`config.mk`:
```
export PLATFORM = sky130hd
export DESIGN_NAME = vending_machine_param
export DESIGN_NICKNAME = d
export VERILOG_FILES = /design/src/rtl/vending_machine_param.sv
export SDC_FILE = /design/constraint.sdc
export NUM_CORES = 1
export LEC_CHECK = 0
export CAP_MARGIN = 20
export CORE_MARGIN = 5
export CORE_UTILIZATION = 52
export DETAILED_ROUTE_END_ITERATION = 7
export PLACE_DENSITY = 0.81
export SLEW_MARGIN = 30
export SYNTH_ARGS = -nofsm -noshare
export SYNTH_HDL_FRONTEND = slang
export SYNTH_SLANG_ARGS = --single-unit
```
`constraint.sdc`:
```
create_clock -name i_clk -period 4.95 [get_ports i_clk]
set_input_delay 0.495 -clock i_clk [delete_from_list [all_inputs] [get_ports i_clk]]
set_output_delay 0.495 -clock i_clk [all_outputs]
set_load 0.03 [all_outputs]
```
`src/rtl/vending_machine_param.sv`:
```
// Coin-operated vending controller with parameterised price (5c units).
// Vends when credit reaches PRICE_N; pays change or refunds as single dime/nickel pulses.
module vending_machine_param #(
   parameter int PRICE_N  = 4,
   parameter int CREDIT_W = 4
) (
   input  logic                i_clk,
   input  logic                i_rst_n,
   input  logic                i_nickle,
   input  logic                i_dime,
   input  logic                i_quarter,
   input  logic                i_cancel,
   output logic                o_soda,
   output logic                o_change_dime,
   output logic                o_change_nickle,
   output logic                o_reject,
   output logic [CREDIT_W-1:0] o_credit,
   output logic                o_busy
);

   typedef enum logic [1:0] {COLLECT, VEND, CHANGE, REFUND} state_t;

   localparam logic [CREDIT_W:0]   PRICE_X = (CREDIT_W+1)'(PRICE_N);
   localparam logic [CREDIT_W-1:0] PRICE_C = CREDIT_W'(PRICE_N);
   localparam logic [CREDIT_W-1:0] ONE_C   = CREDIT_W'(1);
   localparam logic [CREDIT_W-1:0] TWO_C   = CREDIT_W'(2);

   state_t              state_q, state_d;
   logic [CREDIT_W-1:0] credit_q, credit_d;
   logic                reject_q, reject_d;
   logic                soda_q, dime_q, nickle_q, busy_q;
   logic [1:0]          n_coins;
   logic [CREDIT_W:0]   coin_val, sum;
   logic                paying_d;

   always_comb begin
      n_coins  = 2'(i_nickle) + 2'(i_dime) + 2'(i_quarter);
      coin_val = '0;
      if (i_nickle)  coin_val = (CREDIT_W+1)'(1);
      if (i_dime)    coin_val = (CREDIT_W+1)'(2);
      if (i_quarter) coin_val = (CREDIT_W+1)'(5);
      sum      = {1'b0, credit_q} + coin_val;
      state_d  = state_q;
      credit_d = credit_q;
      reject_d = 1'b0;
      case (state_q)
         COLLECT: begin
            // A coin arriving alongside cancel is never credited, whether or not the cancel acts.
            if (i_cancel) begin
               reject_d = (n_coins != 2'd0);
               if (credit_q != '0) state_d = REFUND;
            end else if (n_coins > 2'd1) begin
               reject_d = 1'b1;
            end else if (n_coins == 2'd1) begin
               credit_d = sum[CREDIT_W-1:0];
               if (sum >= PRICE_X) state_d = VEND;
            end
         end
         VEND: begin
            reject_d = (n_coins != 2'd0);
            credit_d = credit_q - PRICE_C;
            state_d  = (credit_q == PRICE_C) ? COLLECT : CHANGE;
         end
         default: begin
            reject_d = (n_coins != 2'd0);
            credit_d = (credit_q >= TWO_C) ? credit_q - TWO_C : '0;
            if (credit_q <= TWO_C) state_d = COLLECT;
         end
      endcase
      paying_d = (state_d == CHANGE) || (state_d == REFUND);
   end

   // Outputs are registered from the next-state values so they line up with state_q/credit_q.
   always_ff @(posedge i_clk or negedge i_rst_n) begin
      if (!i_rst_n) begin
         state_q  <= COLLECT;
         credit_q <= '0;
         reject_q <= 1'b0;
         soda_q   <= 1'b0;
         dime_q   <= 1'b0;
         nickle_q <= 1'b0;
         busy_q   <= 1'b0;
      end else begin
         state_q  <= state_d;
         credit_q <= credit_d;
         reject_q <= reject_d;
         soda_q   <= (state_d == VEND);
         dime_q   <= paying_d && (credit_d >= TWO_C);
         nickle_q <= paying_d && (credit_d == ONE_C);
         busy_q   <= (state_d != COLLECT);
      end
   end

   assign o_soda          = soda_q;
   assign o_change_dime   = dime_q;
   assign o_change_nickle = nickle_q;
   assign o_reject        = reject_q;
   assign o_credit        = credit_q;
   assign o_busy          = busy_q;

   a_credit_max: assert property (@(posedge i_clk) disable iff (!i_rst_n)
      {1'b0, credit_q} <= (CREDIT_W+1)'(PRICE_N + 4));

endmodule

```
==> results.yml, run 1 <==
timing:
  setup_total_negative_slack_ns: 0
  skew_ns: 0.00278
  setup_viol: 0
  worst_hold_slack_ns: 0.548
  layout_worst_path_cycle_share_pct: 55.3
  max_freq_ghz: 0.365
  worst_pin_slew_ns: 0.457
  final_hold_viol_count: 0
  final_max_slew_viol_count: 0
  final.setup.worst_slack_ns: 2.21
  rsz0062_at_grt: "no"
  period_minus_slack_ns: 2.74
  timing.max_slew.rel_slack_pct: 69.4
synth:
  synth.yosys.seq_area_share_pct: 37.9
  synth_mux_area_share_pct: 1.38
  synth_area_in_compound_gates_pct: 18.4
  yosys_register_bits: 11
  yosysWarningCount: 0
  yosysTopAreaCell: "dfrtp_1"
  synth_fp_nets: 89
  synthTopCellsByArea: "dfrtp_1, ha_1, fa_1, inv_1, nand2_1"
  synth_cells: 75
  synth_fa_ha_area_share_pct: 15.9
  synth_top_family_by_area: "compound AO/OA/AOI/OAI gates"
  synth_top_area_share_pct: 37.9
  post_synth_num_cell_types: 29
  postSynth.asyncResetShare_pct: 100
  syn-cell-area_sq_um: 726
  synth-edff-count: 0
  syn-mean-instance-area_sq_um: 9.68
  simple_logic_cell_fraction_of_the_synthesized_area_pct: 18.1
  yosys_most_used_dff: "dfrtp_1"
  post_synthesis_xor_xnor_area_fraction_pct: 3.62
power:
  total_leakage_power_nw: 0.410
  switching_power_mw: 0.257
  share_comb_of_total_power_pct: 59.6
  intPower_mw: 0.306
  irDropWorstVdd_v: 0.000318
  pwr-share-clk_pct: 10.3
  p_total_mw: 0.563
  power.share.switching_pct: 45.7
  power_density_nw_per_um2: 620
  seqPwrFrac_pct: 30.1
global_routing:
  global_route.usage.total_pct: 15.5
  grt_start_max_net_pins: 14
  grt_overflow_total: 0
  grt_pass1_vias: 604
  initial_antenna_violation_count: 0
  first_pass_grt_wire_length_microns: 2410
clocking:
  clkSinkCount: 11
  postCtsSetupRepairBufs: 0
  cts-resized-gates: 0
  tritoncts.num_buffers: 3
  clkLatencyLatePin_ns: 0.26
  cts_root_buf: "clkbuf_4"
  tritoncts: "done"
  cts.hold.buffers_added: 0
  cts_max_level: 1
  clock_tree.buffer_depth: 2
  clk_pin_slew_worst_paths_ns: 0.06
placement:
  dp.cells: 103
  i_o_buffers: 14
  placement.setup.worst_slack_ns: 1.93
  placedInstanceArea_sq_um: 881
  globalplace.congestion: 0.783
  dpl.hpwl_microns: 1150
die:
  rows: 13
  floorplan.initialDensity_pct: 55.1
  core-area_sq_um: 1320
  die_y_extent_microns: 47.4
  floorplan.die_area_sq_um: 2240
  dieWidth_microns: 47.4
  io_pins: 15
route:
  drt-vias-per-instance: 5.55
  wl_met1_microns: 626
  num_vias: 594
  detail-route-antenna-nets: 0
  dr_wl_met2_microns: 704
  detail_route.wirelength_microns: 1400
  top_layer_used: "met3"
  drt-initial-drc-count: 5
  route.detailed.drc: 0
  dr_wl_met3_microns: 66
  detail_route.wl_per_cell_microns: 13.1
  detailedRoute.firstPassIterationCount: 4
worst_setup_path:
  endpoint_type_of_the_worst_setup_path: "flop"
  cp_startpoint: "i_nickle"
  r2r-start: "o_credit[0]$_DFF_PN0_"
  worst_setup_path_start_kind: "input port"
  arrival_ns: 2.89
  criticalPathCategory: "in2reg"
  worst_ep_required_time_ns: 5.10
  critical_path_peak_fanout: 2
final_layout:
  postLayoutCellArea_sq_um: 907
  areaGrowthSynthToFinish_pct: 25.0
  nNetsFinal: 107
  antennaDiodeCount: 0
  fillerInstances: 103
  final_common_cell: "clkdlybuf4s50_1"
  highest_count_cells_in_the_layout_ignoring_fill_and_taps: "clkdlybuf4s50_1, dfrtp_1, inv_1, nand2_1, ha_1"
  fin_cells: 107
  layout-drive-gt1-share_pct: 6.52
  post-route-util_pct: 68.9
hold_path:
  hold_path_class: "in2async"
run:
  max_cap_viol_count: 0
run_status:
  status: "finished clean"
worst max-delay path: stages:
cell	delay (ns)
clkdlybuf4s50_1	0.45
inv_1	0.06
o21ai_0	0.16
ha_1	0.19
inv_1	0.05
fa_1	0.37
xnor2_1	0.15
o311a_1	0.36
a311o_2	0.32
a211o_1	0.27
kinds of logic (layout without fill, tap and decap cells):
group	count (synthesis)	count (layout)
buffers and inverters	9	26
and+or+nand+nor	24	24
xor gates and xnor gates	3	3
AOI/OAI and AO/OA	19	19
adders and majority gates	8	8
DFF	11	11
muxes	1	1
power groups by stage:
stage                     combinational (mW)  sequential, mW  clock (mW)
final                                  0.336           0.169      0.0579
after global routing                   0.366           0.178      0.0663
after global placement                 0.326           0.170           0
after floorplan                        0.194           0.206           0
after detailed placement               0.335           0.172           0
after CTS                              0.339           0.170      0.0617
area by class of cell:
type / instances / area [sq um] / share of cell area [%]
inverters: 8 / 30.0 / 3.31
well taps: 15 / 18.8 / 2.07
clock buffers: 4 / 26.3 / 2.90
flip-flops and latches: 11 / 275 / 30.3
multi-input cells: 55 / 417 / 45.9
repair buffers: 14 / 140 / 15.4
registers in the layout, indices dropped and copies added (netlist names):
signal and flops:
o_busy 1, o_change_dime 1, o_change_nickle 1, o_credit 4
o_reject 1, o_soda 1, state_q 2
per-layer routing:
layer  GRT usage, %  up-vias
met3           4.21        0
met1           18.6      285
met5              0        -
met2           25.1       10
li1               -      299
met4           8.29        0
worst paths after layout:
path | end | slack [ns] | cells past startpoint
max | o_busy$_DFF_PN0_ | 2.21 | 10
min | o_soda$_DFF_PN0_ | 0.55 | 1
max reg2reg | o_busy$_DFF_PN0_ | 2.61 | 7
min reg2reg | state_q[0]$_DFF_PN0_ | 0.68 | 1
max in group asynchronous | o_credit[3]$_DFF_PN0_ | 4.09 | 1
min in group i_clk | state_q[0]$_DFF_PN0_ | 0.68 | 1
synthesized netlist by cell type (all sizes together), types with 2 or more instances:
cell type	n
dfrtp	11
inv	8
nand2	8
ha	6
o21ai	5
nand2b	4
nor2	4
xnor2	3
a21boi	2
a21o	2
a21oi	2
fa	2
nand3	2
nor3	2
o22ai	2
Note: power is estimated with default switching activity, not from simulation.
==> run 2, diff against run 1 <==
- CORE_UTILIZATION: 52 -> 49
- PLACE_DENSITY: 0.81 -> 0.77
- clock period: 4.95 -> 2.8 ns (I/O delays scaled with it)
==> run 2 against run 1 <==
Effect of this change:
- global-route usage fell by 1.0 points
- via count grew 3.7%
- combinational power up 79%
- non-clock buffer count grew 3
- count of clock-buffer cells in the layout unchanged
- worst setup slack lost 1.9 ns
- first-iteration DRC count rose by 80%
- register-to-register slack worse by 2.1 ns
- routed wire length up 9.9%
- critical path type unchanged
- largest cell class unchanged
==> results.yml, run 2 (synthesis gave the netlist of run 1 again) <==
final_layout:
  largest_reg_flops: 4
  seq_area_sq_um: 275
  nNetsFinal: 110
  areaGrowthSynthToFinish_pct: 28.1
  layout-drive-gt1-share_pct: 9.47
  final_common_cell: "clkdlybuf4s50_1"
  highest_count_cells_in_the_layout_ignoring_fill_and_taps: "clkdlybuf4s50_1, dfrtp_1, inv_1, nand2_1, ha_1"
  area_occupied_by_multi_input_gates_sq_um: 417
  postLayoutCellArea_sq_um: 930
  fillerInstances: 121
  antennaDiodeCount: 0
power:
  total_leakage_power_nw: 0.424
  irDropWorstVdd_v: 0.000596
  power_density_nw_per_um2: 1080
die:
  dieWidth_microns: 48.5
  die_y_extent_microns: 48.5
  floorplan.die_area_sq_um: 2350
  rows: 13
  io_pins: 15
  core-area_sq_um: 1350
  floorplan.initialDensity_pct: 53.8
timing:
  skew_ns: 0.00983
  setup_total_negative_slack_ns: 0
  setup_viol: 0
  final_hold_viol_count: 0
  timing.max_slew.rel_slack_pct: 67.8
  final_max_slew_viol_count: 0
  max_freq_ghz: 0.399
  layout_worst_path_cycle_share_pct: 89.5
  period_minus_slack_ns: 2.51
  worst_pin_slew_ns: 0.482
  rsz0062_at_grt: "no"
  final.setup.worst_slack_ns: 0.295
clocking:
  clkSinkCount: 11
  tritoncts: "done"
  tritoncts.num_buffers: 3
  clock_tree.buffer_depth: 2
  cts_root_buf: "clkbuf_4"
  cts.hold.buffers_added: 0
  cts_max_level: 1
  clkLatencyLatePin_ns: 0.26
  clk_pin_slew_worst_paths_ns: 0.07
  cts-resized-gates: 0
  postCtsSetupRepairBufs: 0
worst_setup_path:
  endpoint_type_of_the_worst_setup_path: "flop"
  worst_ep_required_time_ns: 2.96
  rr_worst_depth: 6
  criticalPathCategory: "in2reg"
  reg2reg_setup_slack_ns: 0.52
  arrival_ns: 2.66
  critical_path_peak_fanout: 2
  worst_setup_path_start_kind: "input port"
global_routing:
  first_pass_grt_wire_length_microns: 2660
  grt_start_max_net_pins: 14
  global_route.usage.total_pct: 14.5
  grt_overflow_total: 0
  grt_pass1_vias: 615
  initial_antenna_violation_count: 0
route:
  route.detailed.drc: 0
  drt-initial-drc-count: 9
  detail-route-antenna-nets: 0
  drt-vias-per-instance: 5.60
  num_vias: 616
  detail_route.wirelength_microns: 1540
  detail_route.wl_per_cell_microns: 14.0
  detailedRoute.firstPassIterationCount: 4
placement:
  placedInstanceArea_sq_um: 903
  i_o_buffers: 14
  dpl.hpwl_microns: 1270
  globalplace.congestion: 0.775
  placement.setup.worst_slack_ns: -0.00425
hold_path:
  hold_path_class: "in2async"
run:
  max_cap_viol_count: 0
run_status:
  status: "finished clean"
## run 2: changes by cell type in the layout (fill, tap and decap cells not counted), sizes merged
cell	delta
buf	+3
## run 2: metrics by stage
step | instances | hold WS (ns) | power, mW | utilization (%)
finish | 110 | 0.338 | 1.00 | 68.9
global route | 110 | 0.373 | 1.08 | 68.9
detailed placement | 106 | 0.641 | 0.904 | 66.9
floorplan | 75 | -0.0156 | 0.708 | -
global placement | 106 | 0.627 | 0.887 | 66.9
CTS | 110 | 0.344 | 1.01 | 68.9
## run 2: cell type report
class / instances / area share [%]
repair buffers: 17 / 17.5
well taps: 15 / 2.02
flip-flops and latches: 11 / 29.6
multi-input cells: 55 / 44.8
clock buffers: 4 / 2.83
inverters: 8 / 3.23
## run 2: final timing paths
check / end / from
min reg2reg: o_soda$_DFF_PN0_ / o_credit[3]$_DFF_PN0_
max reg2reg: o_busy$_DFF_PN0_ / o_credit[1]$_DFF_PN0_
max: o_busy$_DFF_PN0_ / i_nickle
min: o_busy$_DFF_PN0_ / i_rst_n
min in group i_clk: o_soda$_DFF_PN0_ / o_credit[3]$_DFF_PN0_
max in group asynchronous: o_credit[3]$_DFF_PN0_ / i_rst_n
## run 2: worst max-delay path, stage by stage
cell	delay (ns)
clkdlybuf4s50_1	0.45
inv_1	0.05
o21ai_0	0.15
ha_1	0.19
inv_1	0.06
fa_1	0.37
xnor2_1	0.15
o311a_1	0.35
a311o_2	0.33
a211o_1	0.27
## run 2: power by group
part / internal (mW) / total [mW] / switching, mW
clock: 0.0550 / 0.104 / 0.0488
combinational: 0.269 / 0.601 / 0.331
sequential: 0.221 / 0.296 / 0.0750
## run 2: layer usage
layer	wire length, microns	vias to the layer above	GRT usage (%)	share of wire (%)
met3	59	2	3.98	3.8
met1	658	300	16.0	43
met5	0	-	0	0
li1	-	304	-	-
met4	21	0	9.42	1.4
met2	796	10	24.1	52
